[config.mk]
export PLATFORM = sky130hd
export DESIGN_NAME = thor2021_ins_bundler_flat
export DESIGN_NICKNAME = d
export VERILOG_FILES = /design/src/rtl/thor2021_ins_bundler_pkg.sv /design/src/rtl/thor2021_ins_bundler_if.sv /design/src/rtl/thor2021_ins_bundler_fifo.sv /design/src/rtl/thor2021_ins_bundler.sv /design/src/flat_wrapper.sv
export SDC_FILE = /design/constraint.sdc
export NUM_CORES = 1
export LEC_CHECK = 0
export BUFFER_PORTS_ARGS = -buffer_cell sky130_fd_sc_hd__clkbuf_2
export CAP_MARGIN = 20
export CORE_MARGIN = 2
export CORE_UTILIZATION = 30
export CTS_CLUSTER_SIZE = 28
export DETAILED_ROUTE_END_ITERATION = 8
export PLACE_DENSITY = 0.57
export REMOVE_ABC_BUFFERS = 1
export SLEW_MARGIN = 20
export SYNTH_ARGS = -nofsm -noshare
export SYNTH_HDL_FRONTEND = slang
export SYNTH_SLANG_ARGS = --single-unit
[constraint.sdc]
create_clock -name clk_i -period 14.3 [get_ports clk_i]
set_input_delay 0.715 -clock clk_i [delete_from_list [all_inputs] [get_ports clk_i]]
set_output_delay 0.715 -clock clk_i [all_outputs]
set_load 0.005 [all_outputs]
[src/rtl/thor2021_ins_bundler_pkg.sv]
// -----------------------------------------------------------------------------
// thor2021_ins_bundler_pkg
// Shared types and constants for the fetch-to-decode instruction bundler.
//   Instruction   : one 48-bit parcel
//   InsBundle     : {ir, xir, pc, pfx} as queued for decode
//   NOP_INSN      : filler for xir when no prefix is attached
//   is_exi()      : true for the immediate-extension prefix opcodes
// -----------------------------------------------------------------------------
package thor2021_ins_bundler_pkg;

    localparam int BUNDLE_PCW = 32;

    typedef logic [47:0] Instruction;
    typedef logic [6:0]  opcode_t;

    // Immediate-extension prefixes and the canonical no-op.
    localparam opcode_t OP_EXI7  = 7'h50;
    localparam opcode_t OP_EXI23 = 7'h51;
    localparam opcode_t OP_EXI41 = 7'h52;
    localparam opcode_t OP_NOP   = 7'h3F;

    localparam Instruction NOP_INSN = {41'd0, OP_NOP};

    typedef struct packed {
        Instruction              ir;
        Instruction              xir;
        logic [BUNDLE_PCW-1:0]   pc;
        logic                    pfx;
    } InsBundle;

    function automatic opcode_t opcode_of(input Instruction insn);
        return insn[6:0];
    endfunction

    function automatic logic is_exi(input opcode_t op);
        return (op == OP_EXI7) || (op == OP_EXI23) || (op == OP_EXI41);
    endfunction

endpackage

[src/rtl/thor2021_ins_bundler_if.sv]
// -----------------------------------------------------------------------------
// thor2021_ins_bundler_if
// Fetch-side and decode-side handshake signals of the instruction bundler.
//   in_*   : parcel stream from fetch (valid/ready, ir, pc)
//   out_*  : bundle stream to decode (valid/ready, ir, xir, pc, pfx)
//   pfx_err_o : one-cycle pulse on a prefix arriving over a pending prefix
// Modports: slave = the bundler, master = the fetch/decode environment.
// -----------------------------------------------------------------------------
interface thor2021_ins_bundler_if
    import thor2021_ins_bundler_pkg::*;
#(
    parameter int PCW = BUNDLE_PCW
);
    logic             in_valid_i;
    logic             in_ready_o;
    Instruction       in_ir_i;
    logic [PCW-1:0]   in_pc_i;

    logic             out_valid_o;
    logic             out_ready_i;
    Instruction       out_ir_o;
    Instruction       out_xir_o;
    logic [PCW-1:0]   out_pc_o;
    logic             out_pfx_o;

    logic             pfx_err_o;

    modport slave (
        input  in_valid_i, in_ir_i, in_pc_i, out_ready_i,
        output in_ready_o, out_valid_o, out_ir_o, out_xir_o, out_pc_o, out_pfx_o,
               pfx_err_o
    );

    modport master (
        output in_valid_i, in_ir_i, in_pc_i, out_ready_i,
        input  in_ready_o, out_valid_o, out_ir_o, out_xir_o, out_pc_o, out_pfx_o,
               pfx_err_o
    );

endinterface

[src/rtl/thor2021_ins_bundler_fifo.sv]
// -----------------------------------------------------------------------------
// thor2021_sync_fifo
// Single-clock FIFO with synchronous reset and clear. When empty, dout holds
// the last entry read (RST_VAL after reset) so downstream sees stable data.
//   clk_i, rst_i : clock, synchronous active-high reset
//   clr_i        : synchronous clear of pointers and count
//   wr, din      : write request / data (ignored when full)
//   rd, dout     : read request (ignored when empty) / head data
//   count        : occupancy 0..DEPTH
//   full, empty  : occupancy flags
// -----------------------------------------------------------------------------
module thor2021_sync_fifo #(
    parameter int               WID     = 8,
    parameter int               DEPTH   = 4,
    parameter logic [WID-1:0]   RST_VAL = '0
) (
    input  logic                     clk_i,
    input  logic                     rst_i,
    input  logic                     clr_i,
    input  logic                     wr,
    input  logic [WID-1:0]           din,
    input  logic                     rd,
    output logic [WID-1:0]           dout,
    output logic [$clog2(DEPTH):0]   count,
    output logic                     full,
    output logic                     empty
);
    localparam int AW = $clog2(DEPTH);

    logic [WID-1:0]  r_mem [DEPTH];
    logic [WID-1:0]  r_last;
    logic [AW-1:0]   r_wr_ptr;
    logic [AW-1:0]   r_rd_ptr;
    logic [AW:0]     r_count;
    logic            w_wr;
    logic            w_rd;

    assign full  = (r_count == (AW+1)'(DEPTH));
    assign empty = (r_count == '0);
    assign w_wr  = wr && !full;
    assign w_rd  = rd && !empty;

    // NOTE: the storage array has no reset; every slot is written before the
    // read pointer can reach it, so resetting it would only cost flops.
    always_ff @(posedge clk_i) begin
        if (w_wr && !clr_i) begin
            r_mem[r_wr_ptr] <= din;
        end
    end

    // NOTE: state is updated with non-blocking assignments so every register
    // samples pre-edge values regardless of statement order.
    always_ff @(posedge clk_i) begin
        if (rst_i) begin
            r_wr_ptr <= '0;
            r_rd_ptr <= '0;
            r_count  <= '0;
            r_last   <= RST_VAL;
        end else begin
            // A read in a clear cycle still hands its entry to the consumer.
            if (w_rd) begin
                r_last <= r_mem[r_rd_ptr];
            end
            if (clr_i) begin
                r_wr_ptr <= '0;
                r_rd_ptr <= '0;
                r_count  <= '0;
            end else begin
                // Pointers are log2(DEPTH) bits and wrap naturally.
                if (w_wr) r_wr_ptr <= r_wr_ptr + 1'b1;
                if (w_rd) r_rd_ptr <= r_rd_ptr + 1'b1;
                case ({w_wr, w_rd})
                    2'b10:   r_count <= r_count + 1'b1;
                    2'b01:   r_count <= r_count - 1'b1;
                    default: r_count <= r_count;
                endcase
            end
        end
    end

    assign dout  = empty ? r_last : r_mem[r_rd_ptr];
    assign count = r_count;

endmodule

[src/rtl/thor2021_ins_bundler.sv]
// -----------------------------------------------------------------------------
// thor2021_ins_bundler
// Sits between fetch/align and decode. Absorbs EXI7/EXI23/EXI41 prefixes and
// attaches the pending one as xir to the next real instruction, then queues
// the resulting bundle for decode.
//   clk_i   : clock
//   rst_i   : synchronous reset, active high (wins over flush_i)
//   flush_i : drop queued bundles and any pending prefix (redirect)
//   bus     : slave side of thor2021_ins_bundler_if (fetch in, decode out,
//             pfx_err_o pulse)
// -----------------------------------------------------------------------------
module thor2021_ins_bundler
    import thor2021_ins_bundler_pkg::*;
#(
    parameter int DEPTH = 4,                 // power of 2, >= 2
    parameter int PCW   = BUNDLE_PCW         // must match BUNDLE_PCW
) (
    input  logic                    clk_i,
    input  logic                    rst_i,
    input  logic                    flush_i,
    thor2021_ins_bundler_if.slave   bus
);
    localparam InsBundle RST_BUNDLE = '{ir: NOP_INSN, xir: NOP_INSN, pc: '0, pfx: 1'b0};

    Instruction          r_pfx_ir;
    logic [PCW-1:0]      r_pfx_pc;
    logic                r_pfx_v;
    logic                r_pfx_err;

    logic                w_accept;
    logic                w_is_pfx;
    logic                w_enq;
    logic                w_full;
    logic                w_empty;
    logic [$clog2(DEPTH):0] w_unused_count;
    InsBundle            w_bundle;
    InsBundle            w_head;

    // Ready depends on registered occupancy only, never on out_ready_i.
    assign bus.in_ready_o = !rst_i && !flush_i && !w_full;
    assign w_accept       = bus.in_valid_i && bus.in_ready_o;
    assign w_is_pfx       = is_exi(opcode_of(bus.in_ir_i));
    assign w_enq          = w_accept && !w_is_pfx;

    always_comb begin
        w_bundle.ir  = bus.in_ir_i;
        w_bundle.xir = r_pfx_v ? r_pfx_ir : NOP_INSN;
        w_bundle.pc  = r_pfx_v ? r_pfx_pc : bus.in_pc_i;
        w_bundle.pfx = r_pfx_v;
    end

    always_ff @(posedge clk_i) begin
        if (rst_i) begin
            r_pfx_ir  <= NOP_INSN;
            r_pfx_pc  <= '0;
            r_pfx_v   <= 1'b0;
            r_pfx_err <= 1'b0;
        end else begin
            // No parcel is accepted during flush, so this is 0 then as well.
            r_pfx_err <= w_accept && w_is_pfx && r_pfx_v;
            if (flush_i) begin
                r_pfx_v <= 1'b0;
            end else if (w_accept) begin
                if (w_is_pfx) begin
                    // A second prefix replaces the word but keeps the first
                    // prefix's pc as the restart point.
                    r_pfx_ir <= bus.in_ir_i;
                    if (!r_pfx_v) begin
                        r_pfx_pc <= bus.in_pc_i;
                    end
                    r_pfx_v <= 1'b1;
                end else begin
                    r_pfx_v <= 1'b0;
                end
            end
        end
    end

    thor2021_sync_fifo #(
        .WID     ($bits(InsBundle)),
        .DEPTH   (DEPTH),
        .RST_VAL (RST_BUNDLE)
    ) u_fifo (
        .clk_i (clk_i),
        .rst_i (rst_i),
        .clr_i (flush_i),
        .wr    (w_enq),
        .din   (w_bundle),
        .rd    (bus.out_ready_i),
        .dout  (w_head),
        .count (w_unused_count),
        .full  (w_full),
        .empty (w_empty)
    );

    assign bus.out_valid_o = !w_empty;
    assign bus.out_ir_o    = w_head.ir;
    assign bus.out_xir_o   = w_head.xir;
    assign bus.out_pc_o    = w_head.pc;
    assign bus.out_pfx_o   = w_head.pfx;
    assign bus.pfx_err_o   = r_pfx_err;

endmodule

[src/flat_wrapper.sv]
// flat-port wrapper written by rule: the top's interface ports become plain ports
module thor2021_ins_bundler_flat import thor2021_ins_bundler_pkg::*;
#(
    parameter int DEPTH = 4,                                    
    parameter int PCW   = BUNDLE_PCW                                 
)
  (clk_i, rst_i, flush_i, bus_in_valid_i, bus_in_ir_i, bus_in_pc_i, bus_out_ready_i, bus_in_ready_o, bus_out_valid_o, bus_out_ir_o, bus_out_xir_o, bus_out_pc_o, bus_out_pfx_o, bus_pfx_err_o);
  thor2021_ins_bundler_if #(.PCW(PCW)) bus_i ();
  input  logic clk_i;
  input  logic rst_i;
  input  logic flush_i;
  input wire logic [$bits(bus_i.in_valid_i)-1:0] bus_in_valid_i;
  input wire logic [$bits(bus_i.in_ir_i)-1:0] bus_in_ir_i;
  input wire logic [$bits(bus_i.in_pc_i)-1:0] bus_in_pc_i;
  input wire logic [$bits(bus_i.out_ready_i)-1:0] bus_out_ready_i;
  output wire logic [$bits(bus_i.in_ready_o)-1:0] bus_in_ready_o;
  output wire logic [$bits(bus_i.out_valid_o)-1:0] bus_out_valid_o;
  output wire logic [$bits(bus_i.out_ir_o)-1:0] bus_out_ir_o;
  output wire logic [$bits(bus_i.out_xir_o)-1:0] bus_out_xir_o;
  output wire logic [$bits(bus_i.out_pc_o)-1:0] bus_out_pc_o;
  output wire logic [$bits(bus_i.out_pfx_o)-1:0] bus_out_pfx_o;
  output wire logic [$bits(bus_i.pfx_err_o)-1:0] bus_pfx_err_o;
  assign bus_i.in_valid_i = bus_in_valid_i;
  assign bus_i.in_ir_i = bus_in_ir_i;
  assign bus_i.in_pc_i = bus_in_pc_i;
  assign bus_i.out_ready_i = bus_out_ready_i;
  assign bus_in_ready_o = bus_i.in_ready_o;
  assign bus_out_valid_o = bus_i.out_valid_o;
  assign bus_out_ir_o = bus_i.out_ir_o;
  assign bus_out_xir_o = bus_i.out_xir_o;
  assign bus_out_pc_o = bus_i.out_pc_o;
  assign bus_out_pfx_o = bus_i.out_pfx_o;
  assign bus_pfx_err_o = bus_i.pfx_err_o;
  thor2021_ins_bundler #(.DEPTH(DEPTH), .PCW(PCW)) u_core (.clk_i(clk_i), .rst_i(rst_i), .flush_i(flush_i), .bus(bus_i));
endmodule
Word level (Yosys, flattened, before mapping)
Memory sizes are Yosys's and may differ from the RTL's. A register that Yosys moved wholly into a read port is not among the register bits.
Cells that the tools add are included.

operators by class
  add/sub/neg operators = 4
  multiply operators = 0
  divide/modulo/power cells = 0
  magnitude comparators = 0
  eq/ne operators = 6
  shifts and indexed selects = 0
  muxes and demuxes = 9
  bitwise gates (word level) = 1
  reduce and logical (&&, ||, !) cells = 20

operators with widths
  operator                                                            count
  129-bit 2-to-1 mux                                                  1
  48-bit 2-to-1 mux                                                   1
  32-bit 2-to-1 mux                                                   1
  7-bit == test, second input constant                                3
  1-bit logical AND                                                   9
  3-bit case mux with 2 select lines                                  1
  1-bit logical NOT                                                   5
  2-bit by 1-bit adder with 2-bit output, second input constant       2
  2-bit 2-to-1 mux                                                    2
  3-bit by 1-bit adder with 3-bit output, second input constant       1
  3-bit == test, second input constant                                1
  3-bit logical NOT                                                   1
  1-bit 2-to-1 mux                                                    3
  3-bit AND reduction                                                 1
  3-bit by 1-bit subtractor with 3-bit output, second input constant  1
  2-bit by 1-bit == test with 1-bit output, second input constant     1
  2-bit == test, second input constant                                1
  1-bit logical OR                                                    2
  2-bit nonzero test                                                  1
  2-bit OR reduction                                                  1
  1-bit inverter                                                      1

word-level totals
  register bits after elaboration = 218
  bits in latches = 0
  bits in writable memories = 516
  ROM bits = 0
  bits of input ports = 85
  logic and storage cells = 49
  memories = 1

memories
  memory               words  bits a word  read ports  clocked after Yosys merged registers in  wr ports  RTL line                         text
  u_core.u_fifo.r_mem  4      129          1           1                                        1         thor2021_ins_bundler_fifo.sv:30  logic [WID-1:0] r_mem [DEPTH];

Logic depth before layout (Yosys ltp)
Gate-level depths: netlist (run 1).

  word-level depth = 9
  mapped depth = 12

By module
From an unflattened synthesis (run 1), not the netlist that was laid out.

second synthesis, totals
  cell total of the unflattened synthesis = 1,624
  area total of the unflattened synthesis = 28,444.8 sq um

modules (own cells, without submodules)
  module                times used  cells an instance  area each (sq um)  seq. area each (sq um)
  thor2021_sync_fifo    1           1,184              24,508.5           18,257.5
  thor2021_ins_bundler  1           440                3,936.3            1,641.6

Least setup slack after synthesis (run 1)
OpenSTA, ideal clock, no wires.

  kind = input port to flip-flop
  start point = in rst_i
  end point = mem u_core.u_fifo.r_mem[0][0] (netlist bit), enable pin
  library setup time = 504 ps
  data arrival time = 4,557 ps
  required time = 13,796 ps
  setup slack = 9,239 ps
  stages on the path = 6
  cell sequence = buf_2 nor2_1 and3_1 buf_2 buf_2 and3_1

between the ends
  cells in the longest elaborated chain, start to end = 9

RTL lines
  what                                    RTL line                         text
  start, declared                         flat_wrapper.sv:10               input logic rst_i;
  1-bit logical NOT                       thor2021_ins_bundler.sv:40       assign bus.in_ready_o = !rst_i && !flush_i && !w_full;
  1-bit logical AND (2 in series)         thor2021_ins_bundler.sv:40
  1-bit logical AND                       thor2021_ins_bundler.sv:41       assign w_accept = bus.in_valid_i && bus.in_ready_o;
  1-bit logical AND                       thor2021_ins_bundler.sv:43       assign w_enq = w_accept && !w_is_pfx;
  1-bit logical AND                       thor2021_ins_bundler_fifo.sv:40  assign w_wr = wr && !full;
  1-bit logical AND                       thor2021_ins_bundler_fifo.sv:46  if (w_wr && !clr_i) begin
  1-bit 2-to-1 mux                        thor2021_ins_bundler_fifo.sv:46
  1-bit 2-to-1 mux (implied by the code)  thor2021_ins_bundler_fifo.sv:47  r_mem[r_wr_ptr] <= din;
  end, declared                           thor2021_ins_bundler_fifo.sv:30

No other way between the ends.

Final worst setup path (run 1)
  start point = in rst_i
  end point = mem u_core.u_fifo.r_mem[2][86] (netlist bit), enable pin

The elaborated chain is that of the path after synthesis.

==> flow_metrics.py, run 1 <==
metrics = {
    "run_status": {
        "status": "complete, no violations",
    },
    "critical_path": {
        "crit_top_cell": "buf_4",
        "cp_max_fo": 81,
        "r2r_slack_ps": 9950,
        "ff2ff_path_depth": 6,
        "crit_path_end_kind": "flip-flop",
        "crit_end": "u_core.u_fifo.r_mem[2][86]$_DFFE_PP_",
        "worst_path_largest_cell_delay_ps": 880,
        "cp.depth": 7,
        "arrival_ps": 4770,
        "path_cells": "buf_4 > nor2_1 > and3_4 > buf_4 > and3_4 > buf_4 > buf_4",
        "path_buf_inv": 4,
        "slowest_stage": "and3_4",
        "cpLargestDelayFamily": "buffers and inverters",
        "crit_type": "primary input to flip-flop",
        "crit_start": "rst_i",
        "required_ps": 14550,
        "timing.rr.start": "u_core.u_fifo.count[0]$_SDFFE_PP0P_",
        "start_kind": "primary input",
        "timing.rr.end": "u_core.u_fifo.r_mem[2][86]$_DFFE_PP_",
    },
    "clock_network": {
        "htreeDepth": 3,
        "cts_root_buffer": "clkbuf_16",
        "cts_buffers": 78,
        "cts_hold_buf": 0,
        "post_cts_buffers": 0,
        "clk_pin_slew_ps": 50,
        "clockBufferDepth": 3,
        "cts_tree": "built",
        "post_cts_resize_count": 0,
        "cts_sinks": 736,
        "clk-insertion-delay-late_ps": 630,
    },
    "drt": {
        "dr_wl_met3_microns": 3650,
        "vias": 15300,
        "drc": 0,
        "drt.antenna.violating_nets": 0,
        "first_pass_iters": 5,
        "met1Wirelength_microns": 31420,
        "viasPerCell": 4.845,
        "wl_per_cell_microns": 22.10,
        "highest_layer": "met5",
        "route.met2.wl_microns": 33450,
        "wl_microns": 69770,
        "first_iter_violations": 932,
    },
    "floorplan": {
        "fp.dieArea_sq_um": 96470,
        "die_w_microns": 310.6,
        "initial_core_util": 0.3026,
        "rows": 112,
        "ios": 217,
        "die_y_microns": 310.6,
        "core-area_sq_um": 93190,
    },
    "timing": {
        "setup_viol": 0,
        "fmax_mhz": 221.4,
        "slew_viol_final": 0,
        "tightest_slew_ps": 1095,
        "finalCritPeriodShare": 0.3159,
        "setup-tns-final_ps": 0,
        "final-hold-violation-count": 0,
        "timing.slew.headroom": 0.2698,
        "grt_setup_unrepaired": "false",
        "period_needed_ps": 4517,
        "fin_skew_ps": 14.77,
    },
    "power": {
        "p_sw_frac": 0.2041,
        "ir_worst_vdd_mv": 0.08030,
        "power.density_nw_per_um2": 133.8,
        "power_switching_uw": 907.9,
        "leakage_nw": 11.29,
        "clkPwrFrac": 0.455,
        "p_seq_frac": 0.515,
        "p_int_mw": 3.540,
        "pwr-share-comb": 0.030,
    },
    "logic_synthesis": {
        "postSynthCellCount": 1638,
        "synth.top_cell.area_share": 0.5494,
        "yosysTopAreaCell": "edfxtp_1",
        "ys_top_cells_by_area": "edfxtp_1 (55%), dfxtp_1 (16%), mux4_2 (10%), mux2_2 (6.4%), a22o_1 (3.6%)",
        "yosysSeqAreaShare": 0.7056,
        "syn_area_per_cell_sq_um": 17.22,
        "synth_edf_count": 516,
        "ys_warn_count": 0,
        "yosysMostFrequentCell": "edfxtp_1",
        "synth_flop_cell": "edfxtp_1",
        "synth.distinct_cells": 36,
        "synthArstFlopShare": 0,
        "synth_common_cells": "edfxtp_1 (516), dfxtp_1 (220), mux2_2 (161)",
        "synth-seq-cells": 736,
        "mappedNetlistArea_sq_um": 28200,
    },
    "global_routing": {
        "track_usage": 0.1427,
        "antenna_found_initial": 7,
        "grt-ovfl-total": 0,
        "grt_pass1_vias": 16060,
        "grt_pass1_wl_microns": 104600,
        "grt_max_degree": 105,
    },
    "min_path": {
        "hp-class": "primary input to flip-flop",
    },
    "finish": {
        "area_growth_pct": 17.86,
        "finalNetCount": 1924,
        "drive_gt1_frac": 0.3500,
        "final_cells": 3157,
    },
    "placed_design": {
        "place_inst": 3004,
        "dp_hpwl_microns": 40340,
        "portBuffers": 216,
        "place_congestion": 0.7046,
    },
    "job": {
        "maxCapViolations": 0,
    },
}
-- placed cells by master (no fill, tap or decap), types with 2 or more instances in the layout --
master	Yosys	layout
edfxtp_1	516	516
dfxtp_1	220	217
clkbuf_2	0	215
mux2_2	161	161
mux4_2	129	129
a22o_1	117	117
a21oi_1	92	92
clkbuf_16	0	80
o21ai_0	61	61
nand3_1	61	59
and2_1	43	43
nor3_1	31	31
nand2_1	30	30
buf_4	5	17
clkbuf_1	56	16
clkbuf_8	0	13
nor2_1	11	11
clkinv_1	0	10
clkinv_2	0	9
diode_2	0	6
nand2b_1	6	6
and3_4	0	6
bufinv_16	0	6
inv_1	5	5
ha_1	5	5
buf_12	0	5
clkinvlp_4	0	4
inv_6	0	4
xor2_1	3	3
a21o_1	3	3
dfxtp_4	0	3
nand3_4	0	2
buf_16	0	2
-- cell type report --
type                            instances  area [sq um]
Fill cell                            8694         59950
Sequential cell                       736         19910
Multi-Input combinational cell        772          7767
Clock buffer                          109          2241
Tap cell                             1254          1569
Timing Repair Buffer                  239          1359
Clock inverter                         35         352.8
Inverter                                6         22.52
Antenna cell                            6         15.01
-- registers in the layout, summed over array words and instances (netlist names), named ones only --
register                flops
u_core.r_pfx_pc            32
u_core.u_fifo.r_wr_ptr      2
u_core.r_pfx_ir            48
u_core.u_fifo.r_rd_ptr      2
u_core.u_fifo.r_mem       516
u_core.r_pfx_v              1
u_core.u_fifo.r_last      129
u_core.bus.pfx_err_o        1
u_core.u_fifo.count         3
-- metrics by stage --
stage | hold slack, ps | util | power (mW) | worst slack, ps | area (sq um)
6_report | 340.6 | 0.3567 | 4.447 | 9783 | 33240
2_1_floorplan | 407.9 | - | 2.403 | 7296 | 27620
4_1_cts | 301.8 | 0.3557 | 4.504 | 9717 | 33150
3_3_place_gp | 420.1 | 0.3272 | 2.470 | 9084 | 30490
3_5_place_dp | 423.9 | 0.3279 | 2.474 | 9048 | 30550
5_1_grt | 322.5 | 0.3566 | 4.591 | 9542 | 33230
-- cells by family (layout without fill, tap and decap cells) --
logic type | after synthesis | count (layout) | share of synthesized area
AO/OA/AOI/OAI | 274 | 274 | 0.06455
XOR/XNOR | 4 | 4 | 0.001243
adder cells (fa/ha/maj) | 6 | 6 | 0.002928
buffers and inverters | 130 | 389 | 0.02125
flip-flops | 736 | 736 | 0.7056
multiplexers | 290 | 290 | 0.1673
other | 0 | 6 | 0
AND/OR/NAND/NOR | 198 | 198 | 0.03709
-- metal layers --
layer  GRT usage  vias up
met5           0        -
met4     0.04181        8
met3     0.02999       85
met2      0.2308      363
met1      0.1932     7967
li1            -     6872
-- power by group through the flow --
stage | clock network, mW | logic [mW] | registers [mW]
after floorplan | 0 | 0.0644 | 2.34
after global placement | 0 | 0.134 | 2.34
after detailed placement | 0 | 0.137 | 2.34
after CTS | 2.07 | 0.138 | 2.29
after global routing | 2.15 | 0.146 | 2.29
final | 2.02 | 0.134 | 2.29
-- worst min-delay path by stage --
stage,startpoint,to,slack (ps),depth (start not counted)
floorplan,u_core.r_pfx_ir[4]$_SDFFE_PP1P_,u_core.r_pfx_ir[4]$_SDFFE_PP1P_,410,2
global placement,u_core.r_pfx_ir[4]$_SDFFE_PP1P_,u_core.r_pfx_ir[4]$_SDFFE_PP1P_,420,2
detailed placement,u_core.r_pfx_ir[4]$_SDFFE_PP1P_,u_core.r_pfx_ir[4]$_SDFFE_PP1P_,420,2
CTS,bus_in_ir_i[27],u_core.u_fifo.r_mem[2][108]$_DFFE_PP_,300,1
global route,bus_in_ir_i[2],u_core.u_fifo.r_mem[1][83]$_DFFE_PP_,320,1
finish,bus_in_ir_i[2],u_core.u_fifo.r_mem[1][83]$_DFFE_PP_,340,1
Power figures use the tool's default switching activity.
==> run 2: changes to the inputs <==
--- a/config.mk
+++ b/config.mk
@@ -5,13 +5,14 @@
 export SDC_FILE = /design/constraint.sdc
 export NUM_CORES = 1
 export LEC_CHECK = 0
+export ABC_AREA = 1
 export BUFFER_PORTS_ARGS = -buffer_cell sky130_fd_sc_hd__clkbuf_2
 export CAP_MARGIN = 20
 export CORE_MARGIN = 2
 export CORE_UTILIZATION = 30
 export CTS_CLUSTER_SIZE = 28
 export DETAILED_ROUTE_END_ITERATION = 8
-export PLACE_DENSITY = 0.57
+export PLACE_DENSITY = 0.58
 export REMOVE_ABC_BUFFERS = 1
 export SLEW_MARGIN = 20
 export SYNTH_ARGS = -nofsm -noshare
==> constraint.sdc (replaced) <==
create_clock -name clk_i -period 3.85 [get_ports clk_i]
set_input_delay 0.1925 -clock clk_i [delete_from_list [all_inputs] [get_ports clk_i]]
set_output_delay 0.1925 -clock clk_i [all_outputs]
set_load 0.005 [all_outputs]
==> flow_metrics.py, run 2 <==
metrics = {
    "run_status": {
        "status": "complete, no violations",
    },
    "timing": {
        "grt_setup_unrepaired": "false",
        "fmax_mhz": 299.7,
        "tightest_slew_ps": 958.8,
        "timing.slew.headroom": 0.3608,
        "final-hold-violation-count": 0,
        "slew_viol_final": 0,
        "period_needed_ps": 3336,
        "fin_skew_ps": 29.42,
        "hold_slack_ps": 57.15,
        "setup_viol": 0,
        "finalCritPeriodShare": 0.8666,
        "layout_setup_ws_ps": 513.5,
    },
    "placed_design": {
        "place_inst": 4442,
        "dp_hpwl_microns": 45690,
        "pre_cts_ws_ps": 1151,
        "place_area_sq_um": 32250,
        "place_congestion": 0.7290,
        "portBuffers": 216,
    },
    "finish": {
        "largest_reg_flops": 516,
        "final_cell_mix": "nor2_1 (765), nand2_1 (549), edfxtp_1 (516), o21ai_1 (266), o21ai_0 (265)",
        "finalNetCount": 3403,
        "top_regs": "u_core.u_fifo.r_mem: 516 flops, u_core.u_fifo.r_last: 129 flops, u_core.r_pfx_ir: 48 flops",
        "largest-register": "u_core.u_fifo.r_mem",
        "final_area_sq_um": 35760,
        "final_cells": 4681,
        "drive_gt1_frac": 0.1277,
        "fin_util": 0.3586,
        "layout_commonest_cell": "nor2_1",
        "area_growth_pct": 19.04,
    },
    "global_routing": {
        "grt-ovfl-total": 0,
        "grt_max_degree": 163,
        "track_usage": 0.1547,
        "grt_pass1_vias": 20750,
        "antenna_found_initial": 4,
        "grt_pass1_wl_microns": 123400,
    },
    "critical_path": {
        "cp_max_fo": 140,
        "timing.rr.end": "u_core.u_fifo.r_last[127]$_SDFFE_PP0P_",
        "crit_end": "bus_out_xir_o[9]",
        "crit_path_end_kind": "output port",
        "ff2ff_path_depth": 7,
        "r2r_slack_ps": 1190,
        "start_kind": "flip-flop",
        "arrival_ps": 3140,
        "crit_type": "flip-flop to output port",
        "timing.rr.start": "u_core.u_fifo.count[2]$_SDFFE_PP0P_",
        "required_ps": 3660,
    },
    "logic_synthesis": {
        "synth.top_cell.area_share": 0.5158,
        "yosysTopAreaCell": "edfxtp_1",
        "synth_flop_cell": "edfxtp_1",
        "synth_common_cells": "nor2_1 (771), nand2_1 (549), edfxtp_1 (516)",
        "synth_edf_count": 516,
        "ys_top_cells_by_area": "edfxtp_1 (52%), dfxtp_1 (15%), nor2_1 (9.6%), nand2_1 (6.9%), o21ai_1 (4.4%)",
        "synth-seq-cells": 736,
        "ys_warn_count": 0,
        "postSynthCellCount": 3086,
        "yosysMostFrequentCell": "nor2_1",
        "syn_area_per_cell_sq_um": 9.734,
        "mappedNetlistArea_sq_um": 30040,
        "synthArstFlopShare": 0,
        "synth.distinct_cells": 27,
        "yosysSeqAreaShare": 0.6624,
    },
    "floorplan": {
        "initial_core_util": 0.3013,
        "die_y_microns": 320.4,
        "ios": 217,
        "die_w_microns": 320.4,
        "fp.dieArea_sq_um": 102700,
        "rows": 116,
        "core-area_sq_um": 99710,
    },
    "min_path": {
        "hp-class": "primary input to flip-flop",
        "min_path_cells": 5,
    },
    "power": {
        "power.density_nw_per_um2": 483.5,
        "ir_worst_vdd_mv": 0.2839,
        "leakage_nw": 13.59,
    },
    "clock_network": {
        "post_cts_buffers": 0,
        "post_cts_resize_count": 0,
        "cts_sinks": 736,
        "cts_buffers": 82,
        "clk-insertion-delay-late_ps": 640,
        "cts_root_buffer": "clkbuf_16",
        "clockBufferDepth": 3,
        "cts_hold_buf": 83,
        "htreeDepth": 3,
        "clk_pin_slew_ps": 60,
        "cts_tree": "built",
    },
    "job": {
        "maxCapViolations": 0,
    },
    "drt": {
        "drt.antenna.violating_nets": 0,
        "drc": 0,
        "first_iter_violations": 1531,
        "viasPerCell": 4.619,
        "wl_microns": 80770,
        "wl_per_cell_microns": 17.26,
        "vias": 21620,
        "first_pass_iters": 5,
    },
}
run 2: cell types whose count changed in the layout (fill, tap and decap cells not counted), sizes merged, moves of 19 or more:
cell	delta
a21oi	-73
a22o	-117
and2	-43
dlygate4sd3	+83
inv	+139
mux2	-161
mux4	-129
nand2	+520
nand3	+19
nor2	+761
nor3	-31
o21ai	+470
or2	+33
run 2: cell families after synthesis:
group / Yosys count / share of synthesized area
flip-flops: 736 / 0.6624
XOR/XNOR: 1 / 0.0002916
adder cells (fa/ha/maj): 6 / 0.002749
buffers and inverters: 342 / 0.05348
AND/OR/NAND/NOR: 1439 / 0.1869
AO/OA/AOI/OAI: 562 / 0.09414
run 2: critical path, stage by stage (launching register included):
cell      delay [ps]
dfxtp_1          520
inv_8            620
buf_4            450
o21ai_1          120
o21ai_1          180
nand2_1           60
nand2_1          180
clkbuf_2         150
run 2: routing by layer:
| metal | vias to the layer above | share of wire | track usage |
|---|---|---|---|
| met3 | 102 | 0.048 | 0.03062 |
| met1 | 10410 | 0.46 | 0.2037 |
| li1 | 10690 | - | - |
| met4 | 6 | 0.020 | 0.04486 |
| met2 | 420 | 0.48 | 0.2580 |
| met5 | - | 0.00051 | 0 |
run 2: through the flow:
stage / setup TNS (ps) / total power [mW]
after CTS: 0 / 17.50
after global routing: 0 / 17.91
final: 0 / 17.29
after global placement: 0 / 9.699
after detailed placement: 0 / 9.710
after floorplan: -2882220 / 9.242
run 2: final cells by class:
class,count,area (sq um)
antenna,1,2.502
clock buffer,115,2268
clock inverter,39,377.9
fill,9881,63950
inverter,143,564.3
multi-input combinational,2008,8606
sequential,736,19910
tap,1298,1624
timing repair buffer,341,2410
run 2: power breakdown:
group	switching (mW)	internal, mW
Clock	3.21	4.48
Sequential	0.0436	8.55
Combinational	0.653	0.345
run 2: worst min path at each step:
stage	startpoint	endpoint	slack (ps)
2_1_floorplan	rst_i	u_core.r_pfx_ir[6]$_SDFFE_PP0P_	260
3_3_place_gp	u_core.r_pfx_ir[4]$_SDFFE_PP1P_	u_core.r_pfx_ir[4]$_SDFFE_PP1P_	420
3_5_place_dp	bus_in_ir_i[15]	u_core.u_fifo.r_mem[1][96]$_DFFE_PP_	430
4_1_cts	bus_in_pc_i[14]	u_core.r_pfx_pc[14]$_SDFFE_PP0P_	30
5_1_grt	bus_in_pc_i[14]	u_core.r_pfx_pc[14]$_SDFFE_PP0P_	100
6_report	bus_in_pc_i[14]	u_core.r_pfx_pc[14]$_SDFFE_PP0P_	60
